$ cat src/rtl/rv32im_ram_arbiter.sv
// rtl/rv32im_ram_arbiter.sv - round-robin two-port arbiter for the shared data RAM
// One transaction in flight at a time; IDLE -> ACCESS -> (WAIT) -> RESP.
module rv32im_ram_arbiter #(
    parameter int ADDR_WIDTH  = 32,
    parameter int DATA_WIDTH  = 32,
    parameter int MASK_WIDTH  = 4,
    parameter int RAM_LATENCY = 1
) (
    input  logic                  clk,
    input  logic                  reset_n,
    input  logic                  m0_req_i,
    input  logic [ADDR_WIDTH-1:0] m0_addr_i,
    input  logic [DATA_WIDTH-1:0] m0_wdata_i,
    input  logic [MASK_WIDTH-1:0] m0_wmask_i,
    output logic                  m0_gnt_o,
    output logic                  m0_rvalid_o,
    output logic [DATA_WIDTH-1:0] m0_rdata_o,
    input  logic                  m1_req_i,
    input  logic [ADDR_WIDTH-1:0] m1_addr_i,
    input  logic [DATA_WIDTH-1:0] m1_wdata_i,
    input  logic [MASK_WIDTH-1:0] m1_wmask_i,
    output logic                  m1_gnt_o,
    output logic                  m1_rvalid_o,
    output logic [DATA_WIDTH-1:0] m1_rdata_o,
    output logic                  ram_en_o,
    output logic [ADDR_WIDTH-1:0] ram_addr_o,
    output logic [DATA_WIDTH-1:0] ram_wdata_o,
    output logic [MASK_WIDTH-1:0] ram_wmask_o,
    input  logic [DATA_WIDTH-1:0] ram_rdata_i,
    output logic                  busy_o
);

    if (RAM_LATENCY < 1 || RAM_LATENCY > 4) begin : g_bad_latency
        $error("rv32im_ram_arbiter: RAM_LATENCY must be in 1..4");
    end

    typedef enum logic [1:0] {
        S_IDLE,
        S_ACCESS,
        S_WAIT,
        S_RESP
    } state_t;

    state_t                state, state_next;
    logic                  last_owner;
    logic                  owner_q;
    logic [ADDR_WIDTH-1:0] addr_q;
    logic [DATA_WIDTH-1:0] wdata_q;
    logic [MASK_WIDTH-1:0] wmask_q;
    logic [DATA_WIDTH-1:0] rdata_q;
    logic [2:0]            cnt;
    logic                  gnt0, gnt1, accept;

    // Contention goes to the port that did not win last time.
    always_comb begin
        gnt0 = 1'b0;
        gnt1 = 1'b0;
        if (state == S_IDLE && reset_n) begin
            if (m0_req_i && m1_req_i) begin
                gnt0 = last_owner;
                gnt1 = ~last_owner;
            end else begin
                gnt0 = m0_req_i;
                gnt1 = m1_req_i;
            end
        end
    end

    assign accept = gnt0 | gnt1;

    always_comb begin
        state_next = state;
        case (state)
            S_IDLE:   if (accept) state_next = S_ACCESS;
            S_ACCESS: state_next = (wmask_q != '0) ? S_RESP : S_WAIT;
            S_WAIT:   if (cnt == 3'd1) state_next = S_RESP;
            S_RESP:   state_next = S_IDLE;
            default:  state_next = S_IDLE;
        endcase
    end

    always_ff @(posedge clk or negedge reset_n) begin
        if (!reset_n) begin
            state      <= S_IDLE;
            last_owner <= 1'b1;
            owner_q    <= 1'b0;
            addr_q     <= '0;
            wdata_q    <= '0;
            wmask_q    <= '0;
            rdata_q    <= '0;
            cnt        <= '0;
        end else begin
            state <= state_next;
            case (state)
                S_IDLE: begin
                    if (accept) begin
                        owner_q    <= gnt1;
                        last_owner <= gnt1;
                        addr_q     <= gnt1 ? m1_addr_i  : m0_addr_i;
                        wdata_q    <= gnt1 ? m1_wdata_i : m0_wdata_i;
                        wmask_q    <= gnt1 ? m1_wmask_i : m0_wmask_i;
                        rdata_q    <= '0;
                    end
                end
                S_ACCESS: begin
                    if (wmask_q == '0) cnt <= 3'(RAM_LATENCY);
                end
                S_WAIT: begin
                    cnt <= cnt - 3'd1;
                    if (cnt == 3'd1) rdata_q <= ram_rdata_i;
                end
                default: ;
            endcase
        end
    end

    assign m0_gnt_o    = gnt0;
    assign m1_gnt_o    = gnt1;
    assign busy_o      = (state != S_IDLE);
    assign ram_en_o    = (state == S_ACCESS);
    assign ram_addr_o  = ram_en_o ? addr_q  : '0;
    assign ram_wdata_o = ram_en_o ? wdata_q : '0;
    assign ram_wmask_o = ram_en_o ? wmask_q : '0;
    assign m0_rvalid_o = (state == S_RESP) && !owner_q;
    assign m1_rvalid_o = (state == S_RESP) &&  owner_q;
    assign m0_rdata_o  = m0_rvalid_o ? rdata_q : '0;
    assign m1_rdata_o  = m1_rvalid_o ? rdata_q : '0;

endmodule

$ cat config.mk
export PLATFORM = sky130hd
export DESIGN_NAME = rv32im_ram_arbiter
export DESIGN_NICKNAME = d
export VERILOG_FILES = /design/src/rtl/rv32im_ram_arbiter.sv
export SDC_FILE = /design/constraint.sdc
export NUM_CORES = 1
export LEC_CHECK = 0
export BUFFER_PORTS_ARGS = -buffer_cell sky130_fd_sc_hd__buf_2
export CORE_ASPECT_RATIO = 0.6
export CORE_MARGIN = 2
export CORE_UTILIZATION = 45
export DETAILED_ROUTE_END_ITERATION = 10
export PLACE_DENSITY = 0.77
export SYNTH_ARGS = -nofsm -noshare
export SYNTH_HDL_FRONTEND = slang
export SYNTH_SLANG_ARGS = --single-unit
$ cat constraint.sdc
create_clock -name clk -period 2 [get_ports clk]
set_clock_uncertainty 0.05 [all_clocks]
set_input_delay 0.1 -clock clk [delete_from_list [all_inputs] [get_ports clk]]
set_output_delay 0.1 -clock clk [all_outputs]
set_load 0.05 [all_outputs]
==> flow_summary.yaml <==
clock_tree:
  clock-sinks: 107
  clockBufferDepth: 2
  cts_tree: "built"
  htree_levels: 3
  cts_made_buffers: 9
  cts-root-buf: "clkbuf_16"
  path_clk_slew_ns: 0.08
  insertion_delay_ns: 0.34
place:
  portBuffers: 309
  post-place-ws_ns: -0.127
  hpwlAfterDp_mm: 14.8
  place.gp.congestion: 0.847
  place_inst: 1278
  placed_area_um2: 8510
die:
  fp.coreArea_um2: 14600
  die_h_um: 98.9
  ios: 310
  start_util_pct: 46.3
  die-width_um: 162
  die_area_um2: 16000
  rows: 34
setup_path:
  crit_path_top_delay_cell: "dfrtp_2"
  cp.arrival_ns: 1.79
  cp-start-kind: "flip-flop"
  required_ns: 1.85
  worstSetupPathType: "reg -> out"
  path_cells: "inv_2 -> ha_4 -> buf_12 -> and2_1 -> buf_2"
  slowest_delay_ns: 0.45
  crit-reg2reg-launch: "state[0]$_DFFE_PN0P_"
  r2r-end: "rdata_q[3]$_DFFE_PN0P_"
  worst-r2r-cell-count: 6
  ff2ff_setup_slack_ns: 0.17
  cp_max_fo: 39
  end_kind: "output port"
drt:
  vias: 7788
  drt-total-wl_mm: 23.6
  route.detailed.drc: 0
  ant_nets: 0
  dr.pass1.iters: 5
  wl_per_cell_um: 17.3
  drtIter0Drc: 534
  vias_per_cell: 5.69
yosys:
  synth_nets: 1023
  synth_top_area_share_pct: 39.3
  yosys_most_used_dff: "dfrtp_1"
  synth_enable_flop_cells: 0
  async_flop_share_pct: 100
  synth_area_per_cell_um2: 8.01
  synth.top_cells.by_count: "106 x dfrtp_1, 102 x and2_1, 72 x nor2_1"
  ys_types: 35
  synthTopCellsByArea: "dfrtp_1 39%, and2_1 9.4%, a31oi_1 6.3%, a21oi_1 5.2%, o21ai_0 5.0%"
  netlist_instances: 844
  syn_area_um2: 6760
  yosys_register_bits: 107
  yosys_warnings: 0
  yosysMostFrequentCell: "dfrtp_1"
  ys_seq_area_share_pct: 39.6
  synth.largest_area_cell: "dfrtp_1"
min_path:
  min_to: "addr_q[1]$_DFFE_PN0P_"
  hold_class: "in -> reg"
  min_from: "m1_addr_i[1]"
  worstHoldPathCells: 3
power:
  p_clk_share_pct: 11.5
  power.density_nw_per_um2: 1630
  combPwrFrac_pct: 63.5
  total_power_mw: 15.6
  internal_power_mw: 7.18
  swShare_pct: 54.1
  leakage_nw: 4.74
  seq_power_share_pct: 25.0
  switching_power_mw: 8.45
  ir_drop_mv: 0.957
outcome:
  status: "finished, final reports clean"
timing:
  report.final.hold_viol_count: 0
  fmax_mhz: 515
  tightest_slew_ns: 0.972
  slew_violations: 0
  finalSetupViolCount: 0
  timing.hold.ws_ns: 0.0136
  min_period_ns: 1.94
  slew_headroom_pct: 35.2
  period_share_pct: 97.0
  worst_slack_ns: 0.0592
final_layout:
  nets: 1343
  areaGrowthSynthToFinish_pct: 42.1
  fin_area_um2: 9600
  layout-drive-gt1-share_pct: 32.2
  final_cells: 1368
grt:
  use_met1_pct: 39.4
  grt-busiest-layer: "met2"
  overflow: 0
  grt_usage_pct: 28.5
  grt_max_degree: 75
  met2_usage_pct: 44.3
  grt_pass1_vias: 7338
  grt_first_pass_wirelength_mm: 37.2
  antenna_found_initial: 2
  met3_usage_pct: 5.72
run:
  cap_violations: 0
state kept, by name, summed over array words and instances (netlist names):
signal	count
owner_q	1
cnt	3
last_owner	1
rdata_q	32
wmask_q	4
state	2
addr_q	32
wdata_q	32
how the worst max path moves through the flow:
stage                                    start              end  slack, ns
after CTS                 state[0]$_DFFE_PN0P_         m0_gnt_o      0.002
after global routing      state[0]$_DFFE_PN0P_         m0_gnt_o    -0.0002
after floorplan           state[1]$_DFFE_PN0P_   ram_addr_o[31]       0.01
after detailed placement  state[1]$_DFFE_PN0P_   m0_rdata_o[12]      -0.13
after global placement    state[1]$_DFFE_PN0P_    m0_rdata_o[6]      0.003
final                     state[1]$_DFFE_PN0P_  ram_wdata_o[21]       0.06
layout by cell type (no fill, tap or decap), types with 3 or more instances in the layout:
cell             n
a21oi_1         69
ha_1             3
nor2_1          70
clkbuf_4         4
buf_2          302
nand3_1         63
o21ai_0         68
a2bb2oi_1       35
and2_1         101
dfrtp_1        104
dlygate4sd3_1   66
and3_1          33
a211o_1         30
nand2_1         64
buf_12          13
a31oi_1         68
clkbuf_16        9
buf_4           13
inv_1            6
through the flow:
step | util [%] | TNS, ns
floorplan | - | 0
global placement | 58.3 | 0
detailed placement | 58.3 | -3.58
CTS | 65.5 | 0
global route | 65.8 | -0.000244
finish | 65.8 | 0
critical path, delay by kind of cell, from the launching register on:
kind	cells	cell delay, ns
fa+ha+maj	1	0.21
simple gates	1	0.18
buf+inv	3	0.58
flops	1	0.45
logic make-up after synthesis:
group	share of synthesized area, %
flip-flops	39.6
buffers and inverters	6.33
adder cells (fa/ha/maj)	1.30
AND/OR/NAND/NOR	25.7
AO/OA/AOI/OAI	26.9
multiplexers	0.167
per-layer routing:
layer  vias to the layer above  wire [um]  part of all wire (%)
li1                       3631          -                     -
met1                      3694      10300                    44
met2                       382      10900                    46
met3                        79       1570                   6.6
met4                         2        849                   3.6
met5                         -         12                 0.051
final cells by class:
type | instances | area, um2
repair buffers | 401 | 2600
diodes | 1 | 2.50
well taps | 198 | 248
clock buffers | 10 | 239
inverters | 8 | 30.0
clock inverters | 6 | 60.1
fillers | 1175 | 4990
multi-input cells | 637 | 3740
flip-flops and latches | 107 | 2680
repair_timing:
item | in CTS | in global routing
buffers inserted | 4 | 2
cloned | 1 | 0
resized for setup | 11 | 8
hold endpoints to repair | 98 | 0
setup endpoints to repair | 77 | 71
hold buffers | 66 | 0
pin swaps | 0 | 1
power by group through the flow:
stage,registers (mW),logic [mW],clock network (mW)
final,3.90,9.93,1.80
after global routing,4.04,10.6,1.90
after CTS,3.87,9.82,1.82
after detailed placement,3.89,9.52,0
after global placement,3.83,9.42,0
after floorplan,3.67,7.23,0
(Power assumes the default switching activity.)
